[config.mk]
export PLATFORM = sky130hd
export DESIGN_NAME = contador_transiciones_multicanal_flat
export DESIGN_NICKNAME = d
export VERILOG_FILES = /design/src/rtl/contador_transiciones_multicanal_pkg.sv /design/src/rtl/contador_transiciones_multicanal_if.sv /design/src/rtl/contador_transiciones_multicanal_unos.sv /design/src/rtl/contador_transiciones_multicanal.sv /design/src/flat_wrapper.sv
export SDC_FILE = /design/constraint.sdc
export NUM_CORES = 1
export LEC_CHECK = 0
export ABC_AREA = 1
export BUFFER_PORTS_ARGS = -buffer_cell sky130_fd_sc_hd__buf_2
export CORE_AREA = 2 2 147 149
export CTS_BUF_LIST = sky130_fd_sc_hd__clkbuf_4
export DETAILED_ROUTE_END_ITERATION = 8
export DIE_AREA = 0 0 149 151
export GPL_TIMING_DRIVEN = 0
export PLACE_DENSITY = 0.77
export SYNTH_ARGS = -nofsm -noshare
export SYNTH_HDL_FRONTEND = slang
export SYNTH_HIERARCHICAL = 1
export SYNTH_SLANG_ARGS = --single-unit
[constraint.sdc]
create_clock -name clk -period 4.9 [get_ports clk]
set_input_delay 0.98 -clock clk [delete_from_list [all_inputs] [get_ports clk]]
set_output_delay 0.98 -clock clk [all_outputs]
set_load 0.03 [all_outputs]
[src/rtl/contador_transiciones_multicanal_pkg.sv]
// contador_transiciones_multicanal_pkg: shared defaults, read FSM encoding and adder channel map
//   NUM_CH_DEF/SIG_W_DEF/CNT_W_DEF/DIR_W_DEF : default sizing of the counter bank
//   estado_t                                 : read FSM states (IDLE=0, VALID=1)
//   RIZADO/LOGICO/LOOKAHEAD                  : channel index of each monitored adder
package contador_transiciones_multicanal_pkg;
    localparam int NUM_CH_DEF = 3;
    localparam int SIG_W_DEF  = 8;
    localparam int CNT_W_DEF  = 32;
    localparam int DIR_W_DEF  = 2;
    typedef enum logic {
        IDLE  = 1'b0,
        VALID = 1'b1
    } estado_t;
    localparam int RIZADO    = 0;
    localparam int LOGICO    = 1;
    localparam int LOOKAHEAD = 2;
endpackage

[src/rtl/contador_transiciones_multicanal_if.sv]
// contador_transiciones_multicanal_if: monitored buses, count control and read handshake bundle
//   en, sig_in, clr               : counting inputs (master -> slave)
//   rd_req, rd_dir, rd_ack        : read request / channel / accept (master -> slave)
//   rd_valid, rd_dato, rd_ovf,
//   rd_err, busy                  : read response (slave -> master)
interface contador_transiciones_multicanal_if
    import contador_transiciones_multicanal_pkg::*;
#(
    parameter int NUM_CH = NUM_CH_DEF,
    parameter int SIG_W  = SIG_W_DEF,
    parameter int CNT_W  = CNT_W_DEF,
    parameter int DIR_W  = DIR_W_DEF
);
    logic                    en;
    logic [NUM_CH*SIG_W-1:0] sig_in;
    logic                    clr;
    logic                    rd_req;
    logic [DIR_W-1:0]        rd_dir;
    logic                    rd_ack;
    logic                    rd_valid;
    logic [CNT_W-1:0]        rd_dato;
    logic                    rd_ovf;
    logic                    rd_err;
    logic                    busy;
    modport master (
        output en, sig_in, clr, rd_req, rd_dir, rd_ack,
        input  rd_valid, rd_dato, rd_ovf, rd_err, busy
    );
    modport slave (
        input  en, sig_in, clr, rd_req, rd_dir, rd_ack,
        output rd_valid, rd_dato, rd_ovf, rd_err, busy
    );
endinterface

[src/rtl/contador_transiciones_multicanal_unos.sv]
// contador_unos: combinational popcount of a W-bit vector
//   i_vec : input vector
//   o_cnt : number of ones in i_vec (0..W)
module contador_unos #(
    parameter int W = 8
)(
    input  logic [W-1:0]           i_vec,
    output logic [$clog2(W+1)-1:0] o_cnt
);
    localparam int OW = $clog2(W + 1);
    always_comb begin
        o_cnt = '0;
        for (int i = 0; i < W; i++) o_cnt = o_cnt + OW'(i_vec[i]);
    end
endmodule

[src/rtl/contador_transiciones_multicanal.sv]
// contador_transiciones_multicanal: per-channel saturating toggle counters with handshake readback
//   clk     : rising-edge clock
//   reset_L : asynchronous active-low reset
//   bus     : slave side of the counting/read interface
module contador_transiciones_multicanal
    import contador_transiciones_multicanal_pkg::*;
#(
    parameter int NUM_CH = NUM_CH_DEF,
    parameter int SIG_W  = SIG_W_DEF,
    parameter int CNT_W  = CNT_W_DEF,
    parameter int DIR_W  = DIR_W_DEF
)(
    input logic                               clk,
    input logic                               reset_L,
    contador_transiciones_multicanal_if.slave bus
);
    localparam int POP_W = $clog2(SIG_W + 1);
    localparam int N_DIR = 2 ** DIR_W;

    logic [SIG_W-1:0] r_prev   [NUM_CH];
    logic [CNT_W-1:0] r_cnt    [NUM_CH];
    logic [NUM_CH-1:0] r_ovf;
    logic [NUM_CH-1:0] r_primed;
    logic [POP_W-1:0] w_pop    [NUM_CH];
    logic [CNT_W:0]   w_suma   [NUM_CH];

    genvar k;
    generate
        for (k = 0; k < NUM_CH; k++) begin : g_canal
            contador_unos #(.W(SIG_W)) u_pop (
                .i_vec (bus.sig_in[k*SIG_W +: SIG_W] ^ r_prev[k]),
                .o_cnt (w_pop[k])
            );
        end
    endgenerate

    // One extra carry bit so saturation is detected from the sum itself
    always_comb begin
        for (int i = 0; i < NUM_CH; i++) w_suma[i] = {1'b0, r_cnt[i]} + (CNT_W+1)'(w_pop[i]);
    end

    // prev always tracks the bus; the first edge after reset/clr only primes it
    always_ff @(posedge clk or negedge reset_L) begin
        if (!reset_L) begin
            for (int i = 0; i < NUM_CH; i++) begin
                r_prev[i] <= '0;
                r_cnt[i]  <= '0;
            end
            r_ovf    <= '0;
            r_primed <= '0;
        end else begin
            for (int i = 0; i < NUM_CH; i++) begin
                r_prev[i] <= bus.sig_in[i*SIG_W +: SIG_W];
                if (bus.clr) begin
                    r_cnt[i]    <= '0;
                    r_ovf[i]    <= 1'b0;
                    r_primed[i] <= 1'b0;
                end else begin
                    r_primed[i] <= 1'b1;
                    if (r_primed[i] && bus.en) begin
                        r_cnt[i] <= w_suma[i][CNT_W] ? '1 : w_suma[i][CNT_W-1:0];
                        if (w_suma[i][CNT_W]) r_ovf[i] <= 1'b1;
                    end
                end
            end
        end
    end

    // Read address space padded to 2^DIR_W; unused slots read as zero
    logic [CNT_W-1:0] w_cnt_dir [N_DIR];
    logic [N_DIR-1:0] w_ovf_dir;
    logic             w_err;
    always_comb begin
        w_ovf_dir = '0;
        for (int i = 0; i < N_DIR; i++) w_cnt_dir[i] = '0;
        for (int i = 0; i < NUM_CH; i++) begin
            w_cnt_dir[i] = r_cnt[i];
            w_ovf_dir[i] = r_ovf[i];
        end
        w_err = int'(bus.rd_dir) >= NUM_CH;
    end

    estado_t          r_estado;
    estado_t          w_estado_sig;
    logic             w_carga;
    logic [CNT_W-1:0] r_dato;
    logic             r_ovf_rd;
    logic             r_err;

    always_comb begin
        w_estado_sig = r_estado;
        w_carga      = 1'b0;
        if (r_estado == IDLE) begin
            w_carga      = bus.rd_req;
            w_estado_sig = bus.rd_req ? VALID : IDLE;
        end else begin
            w_estado_sig = bus.rd_ack ? IDLE : VALID;
        end
    end

    always_ff @(posedge clk or negedge reset_L) begin
        if (!reset_L) begin
            r_estado <= IDLE;
            r_dato   <= '0;
            r_ovf_rd <= 1'b0;
            r_err    <= 1'b0;
        end else begin
            r_estado <= w_estado_sig;
            if (w_carga) begin
                r_dato   <= w_cnt_dir[bus.rd_dir];
                r_ovf_rd <= w_ovf_dir[bus.rd_dir];
                r_err    <= w_err;
            end
        end
    end

    assign bus.rd_valid = (r_estado == VALID);
    assign bus.busy     = (r_estado == VALID);
    assign bus.rd_dato  = r_dato;
    assign bus.rd_ovf   = r_ovf_rd;
    assign bus.rd_err   = r_err;
endmodule

[src/flat_wrapper.sv]
// flat-port wrapper written by rule: the top's interface ports become plain ports
module contador_transiciones_multicanal_flat import contador_transiciones_multicanal_pkg::*;
#(
    parameter int NUM_CH = NUM_CH_DEF,
    parameter int SIG_W  = SIG_W_DEF,
    parameter int CNT_W  = CNT_W_DEF,
    parameter int DIR_W  = DIR_W_DEF
)
  (clk, reset_L, bus_en, bus_sig_in, bus_clr, bus_rd_req, bus_rd_dir, bus_rd_ack, bus_rd_valid, bus_rd_dato, bus_rd_ovf, bus_rd_err, bus_busy);
  contador_transiciones_multicanal_if #(.NUM_CH(NUM_CH), .SIG_W(SIG_W), .CNT_W(CNT_W), .DIR_W(DIR_W)) bus_i ();
  input logic clk;
  input logic reset_L;
  input wire logic [$bits(bus_i.en)-1:0] bus_en;
  input wire logic [$bits(bus_i.sig_in)-1:0] bus_sig_in;
  input wire logic [$bits(bus_i.clr)-1:0] bus_clr;
  input wire logic [$bits(bus_i.rd_req)-1:0] bus_rd_req;
  input wire logic [$bits(bus_i.rd_dir)-1:0] bus_rd_dir;
  input wire logic [$bits(bus_i.rd_ack)-1:0] bus_rd_ack;
  output wire logic [$bits(bus_i.rd_valid)-1:0] bus_rd_valid;
  output wire logic [$bits(bus_i.rd_dato)-1:0] bus_rd_dato;
  output wire logic [$bits(bus_i.rd_ovf)-1:0] bus_rd_ovf;
  output wire logic [$bits(bus_i.rd_err)-1:0] bus_rd_err;
  output wire logic [$bits(bus_i.busy)-1:0] bus_busy;
  assign bus_i.en = bus_en;
  assign bus_i.sig_in = bus_sig_in;
  assign bus_i.clr = bus_clr;
  assign bus_i.rd_req = bus_rd_req;
  assign bus_i.rd_dir = bus_rd_dir;
  assign bus_i.rd_ack = bus_rd_ack;
  assign bus_rd_valid = bus_i.rd_valid;
  assign bus_rd_dato = bus_i.rd_dato;
  assign bus_rd_ovf = bus_i.rd_ovf;
  assign bus_rd_err = bus_i.rd_err;
  assign bus_busy = bus_i.busy;
  contador_transiciones_multicanal #(.NUM_CH(NUM_CH), .SIG_W(SIG_W), .CNT_W(CNT_W), .DIR_W(DIR_W)) u_core (.clk(clk), .reset_L(reset_L), .bus(bus_i));
endmodule
==> impl_metrics.prom <==
# TYPE chip_impl_metric gauge
chip_impl_metric{name="cts.hold.buffers_added",unit=""} 0
chip_impl_metric{name="gr-usage-all-layers",unit="%"} 30.1
chip_impl_metric{name="finish.utilization",unit="%"} 54.6
chip_impl_metric{name="max_slew.worst_pin.slew",unit="ns"} 0.978
chip_impl_info{name="grt_setup_unrepaired",value="no"} 1
chip_impl_metric{name="pin_count",unit=""} 68
chip_impl_metric{name="count_of_clock_tree_sinks",unit=""} 159
chip_impl_metric{name="swShare",unit="%"} 37.4
chip_impl_info{name="r2r_start",value="u_core/r_prev[11]"} 1
chip_impl_metric{name="power.ir.vdd_worst",unit="mV"} 0.189
chip_impl_metric{name="cts-htree-levels",unit=""} 4
chip_impl_metric{name="dp.final_hpwl",unit="um"} 24500
chip_impl_metric{name="row_count",unit=""} 53
chip_impl_metric{name="dr.pass1.iters",unit=""} 8
chip_impl_metric{name="cp.buffers_inverters",unit=""} 5
chip_impl_metric{name="number_of_pins_with_negative_max_slew_slack_in_the_final_report",unit=""} 0
chip_impl_metric{name="p_int",unit="uW"} 2050
chip_impl_metric{name="grt_first_pass_wirelength",unit="um"} 51700
chip_impl_metric{name="cts_made_buffers",unit=""} 17
chip_impl_metric{name="core_area",unit="mm^2"} 0.0208
chip_impl_info{name="outcome",value="completed"} 1
chip_impl_metric{name="post_cts_resize_count",unit=""} 0
chip_impl_metric{name="dr.first_iter.drc_count",unit=""} 1203
chip_impl_metric{name="ant_nets",unit=""} 0
chip_impl_metric{name="cp_max_fo",unit=""} 8
chip_impl_info{name="hold_path.class",value="primary input to asynchronous set/reset pin"} 1
chip_impl_metric{name="clock_tree_buffer_depth",unit=""} 2
chip_impl_metric{name="clkLatencyLatePin",unit="ns"} 0.59
chip_impl_metric{name="worst_path_largest_cell_delay",unit="ns"} 0.53
chip_impl_metric{name="sequential_cell_area",unit="mm^2"} 0.00398
chip_impl_metric{name="cells_after_synth",unit=""} 1477
chip_impl_metric{name="share_of_synthesized_area_occupied_by_flip_flops_and_latches",unit="%"} 38.4
chip_impl_metric{name="layout-drive-gt1-share",unit="%"} 10.2
chip_impl_metric{name="setup_viol_count_final",unit=""} 0
chip_impl_metric{name="post_cts_buffers",unit=""} 0
chip_impl_metric{name="route.detailed.vias_per_inst",unit=""} 5.74
chip_impl_metric{name="comb_power_share",unit="%"} 29.0
chip_impl_info{name="cts_tree",value="done"} 1
chip_impl_metric{name="grt_antenna_before_repair",unit=""} 1
chip_impl_metric{name="number_of_flops_mapped_to_enable_cells_by_yosys",unit=""} 0
chip_impl_metric{name="routedWlPerCell",unit="um"} 17.8
chip_impl_info{name="critPathCaptureType",value="register"} 1
chip_impl_metric{name="vias",unit=""} 10600
chip_impl_metric{name="nFillCells",unit=""} 2052
chip_impl_info{name="crit_path_cell_trace",value="buf_2 -> xor2_1 -> fa_1 -> inv_1 -> fa_1 -> inv_1 -> ha_1 -> inv_1 -> fa_1 -> inv_1 -> fa_1 -> nand3_1 -> nand3_1 -> nand2_1 -> nor2_1 -> nand2_1 -> nand3_1 -> nand2_1 -> o21ai_1"} 1
chip_impl_metric{name="initial_utilization",unit="%"} 49.8
chip_impl_metric{name="clkSlewWorstSetupHoldPaths",unit="ns"} 0.15
chip_impl_metric{name="finalWeightedCongestion",unit=""} 1.00
chip_impl_metric{name="synth.distinct_cells",unit=""} 43
chip_impl_metric{name="max-cap-violations",unit=""} 0
chip_impl_metric{name="relSlewSlack",unit="%"} 34.8
chip_impl_metric{name="yosys_register_bits",unit=""} 159
chip_impl_info{name="critical_path.startpoint",value="bus_sig_in[11]"} 1
chip_impl_metric{name="synth_async_sr_flop_share",unit="%"} 100
chip_impl_metric{name="layout_worst_path_cycle_share",unit="%"} 88.7
chip_impl_metric{name="synth_area_per_cell",unit="um^2"} 7.01
chip_impl_metric{name="floorplan.die_area",unit="mm^2"} 0.0225
chip_impl_metric{name="synth_nets",unit=""} 1545
chip_impl_info{name="critical-path-top-delay-family",value="adder cells"} 1
chip_impl_metric{name="grt_start_max_net_pins",unit=""} 82
chip_impl_metric{name="fmax",unit="MHz"} 230
chip_impl_metric{name="placedCellCount",unit=""} 1820
chip_impl_metric{name="total_area_of_multi_input_combinational_cells",unit="mm^2"} 0.00553
chip_impl_info{name="ws_path_type",value="primary input to register"} 1
chip_impl_info{name="synth_flop_cell",value="sky130_fd_sc_hd__dfrtp_1"} 1
chip_impl_metric{name="floorplan_die_width",unit="um"} 149
chip_impl_metric{name="die-height",unit="um"} 151
chip_impl_metric{name="layout_min_cycle_time",unit="ns"} 4.35
chip_impl_metric{name="io_buffers",unit=""} 67
chip_impl_metric{name="p_seq_share",unit="%"} 45.3
chip_impl_metric{name="power_leakage",unit="uW"} 0.00547
chip_impl_metric{name="worst-endpoint-required",unit="ns"} 5.36
chip_impl_metric{name="p_clk_share",unit="%"} 25.8
chip_impl_metric{name="routed_wl",unit="um"} 33000
chip_impl_metric{name="drc",unit=""} 0
chip_impl_info{name="critical_path.startpoint_type",value="primary input"} 1
chip_impl_metric{name="arrival",unit="ns"} 4.81
chip_impl_metric{name="yosysWarnings",unit=""} 6
chip_impl_info{name="root_buffer",value="sky130_fd_sc_hd__clkbuf_4"} 1
chip_impl_metric{name="grt_pass1_vias",unit=""} 9519
chip_impl_metric{name="timing_hold_violations_final",unit=""} 0
chip_impl_metric{name="gr-total-overflow",unit=""} 0
chip_impl_metric{name="power.net_switching",unit="uW"} 1220
chip_impl_info{name="cp_slowest_cell",value="sky130_fd_sc_hd__fa_1"} 1
chip_impl_metric{name="power.density",unit="mW/mm^2"} 288
chip_impl_metric{name="skew",unit="ns"} 0.0242
chip_impl_metric{name="flow.area_growth_from_synthesis",unit="%"} 9.75
chip_impl_metric{name="final_nets",unit=""} 1632
chip_impl_metric{name="syn_area",unit="mm^2"} 0.0104
chip_impl_metric{name="non_filler_instance_count_after_layout",unit=""} 1852
## logic make-up after synthesis
logic type / share of synthesized area (%)
AO/OA/AOI/OAI: 9.48
XOR/XNOR: 2.54
AND/OR/NAND/NOR: 35.9
adder cells (fa/ha/maj): 5.43
buffers and inverters: 8.22
flip-flops: 38.4
## layout by cell type, fill, tap and decap left out, types with 15 or more instances in the layout
cell / instances
sky130_fd_sc_hd__fa_1: 15
sky130_fd_sc_hd__o21ai_0: 44
sky130_fd_sc_hd__nand3_1: 156
sky130_fd_sc_hd__buf_2: 76
sky130_fd_sc_hd__nor2_1: 157
sky130_fd_sc_hd__xor2_1: 28
sky130_fd_sc_hd__o211ai_1: 16
sky130_fd_sc_hd__ha_1: 21
sky130_fd_sc_hd__o21ai_1: 16
sky130_fd_sc_hd__dfrtp_1: 159
sky130_fd_sc_hd__a21oi_1: 50
sky130_fd_sc_hd__nand4_1: 26
sky130_fd_sc_hd__clkbuf_1: 27
sky130_fd_sc_hd__nand2_1: 477
sky130_fd_sc_hd__clkbuf_4: 18
sky130_fd_sc_hd__inv_1: 142
sky130_fd_sc_hd__a31oi_1: 33
## cells in the mapped netlist (3+ instances only)
cell type / n / area [um^2]
sky130_fd_sc_hd__o21ai_1: 16 / 80.1
sky130_fd_sc_hd__nor2_2: 6 / 37.5
sky130_fd_sc_hd__or2_2: 5 / 31.3
sky130_fd_sc_hd__nand4_1: 26 / 163
sky130_fd_sc_hd__xor2_1: 28 / 245
sky130_fd_sc_hd__inv_2: 14 / 52.6
sky130_fd_sc_hd__ha_1: 21 / 263
sky130_fd_sc_hd__buf_1: 8 / 30.0
sky130_fd_sc_hd__buf_2: 10 / 50.1
sky130_fd_sc_hd__nand3b_1: 10 / 75.1
sky130_fd_sc_hd__dfrtp_1: 159 / 3980
sky130_fd_sc_hd__o21ai_0: 44 / 220
sky130_fd_sc_hd__inv_1: 142 / 533
sky130_fd_sc_hd__fa_1: 15 / 300
sky130_fd_sc_hd__a21o_1: 3 / 22.5
sky130_fd_sc_hd__o21ai_2: 3 / 26.3
sky130_fd_sc_hd__buf_6: 5 / 56.3
sky130_fd_sc_hd__nand3_2: 5 / 50.1
sky130_fd_sc_hd__nand3_1: 156 / 781
sky130_fd_sc_hd__a31oi_1: 33 / 206
sky130_fd_sc_hd__clkbuf_1: 27 / 101
sky130_fd_sc_hd__nor3_1: 14 / 70.1
sky130_fd_sc_hd__nand2_2: 3 / 18.8
sky130_fd_sc_hd__nor2_1: 157 / 589
sky130_fd_sc_hd__o211ai_1: 16 / 120
sky130_fd_sc_hd__and2_1: 3 / 18.8
sky130_fd_sc_hd__a21oi_1: 50 / 250
sky130_fd_sc_hd__nand2_1: 477 / 1790
## flip-flops by register name, indices dropped and copies added, names as in the netlist
| register | flops |
|---|---|
| u_core/bus.rd_dato | 32 |
| u_core/r_cnt | 96 |
| u_core/bus.rd_ovf | 1 |
| u_core/r_primed | 1 |
| u_core/r_prev | 24 |
| u_core/bus.busy | 1 |
| u_core/bus.rd_err | 1 |
| u_core/r_ovf | 3 |
## power by group through the flow
stage	Combinational [uW]	Clock, uW	Sequential (uW)
detailed placement	948	0	1510
CTS	952	872	1480
global route	1070	913	1490
floorplan	530	0	1620
global placement	912	0	1500
finish	948	843	1480
## worst paths after layout
kind                            cells after the start           endpoint  slack [ns]
max in group asynchronous                           2  u_core/r_prev[18]        3.71
min in group clk                                    1   u_core/r_prev[6]        0.50
worst min-delay path                                1   u_core/r_cnt[22]        0.33
worst min register to register                      2    u_core/r_ovf[1]        0.51
worst max register to register                     18   u_core/r_cnt[53]        0.63
worst max-delay path                               19   u_core/r_cnt[53]        0.55
## layout make-up
class,instances,area share (%)
tap,275,3.03
antenna,1,0.0220
clock inverter,13,1.36
timing repair buffer,68,3.28
sequential,159,35.0
clock buffer,18,1.19
multi-input combinational,1107,48.6
buffer,52,2.22
inverter,159,5.27
## through the flow
step / cell area [um^2] / hold slack (ns) / total power (uW) / worst slack, ns / setup TNS (ns)
after floorplan: 10400 / 0.444 / 2150 / 0.646 / 0
after global placement: 11000 / 0.458 / 2420 / 0.0697 / 0
after detailed placement: 11100 / 0.461 / 2450 / -0.00178 / -0.00191
after CTS: 11400 / 0.343 / 3310 / 0.629 / 0
after global routing: 11400 / 0.356 / 3480 / 0.326 / 0
final: 11400 / 0.326 / 3270 / 0.553 / 0
## routing by layer
| metal | track usage [%] | vias up | wire length, um |
|---|---|---|---|
| met2 | 46.4 | 555 | 14500 |
| met3 | 7.29 | 93 | 3580 |
| met1 | 41.2 | 5022 | 13600 |
| met5 | 0 | - | 0 |
| li1 | - | 4955 | - |
| met4 | 11.9 | 0 | 1310 |
Note: power is estimated with default switching activity, not from simulation.
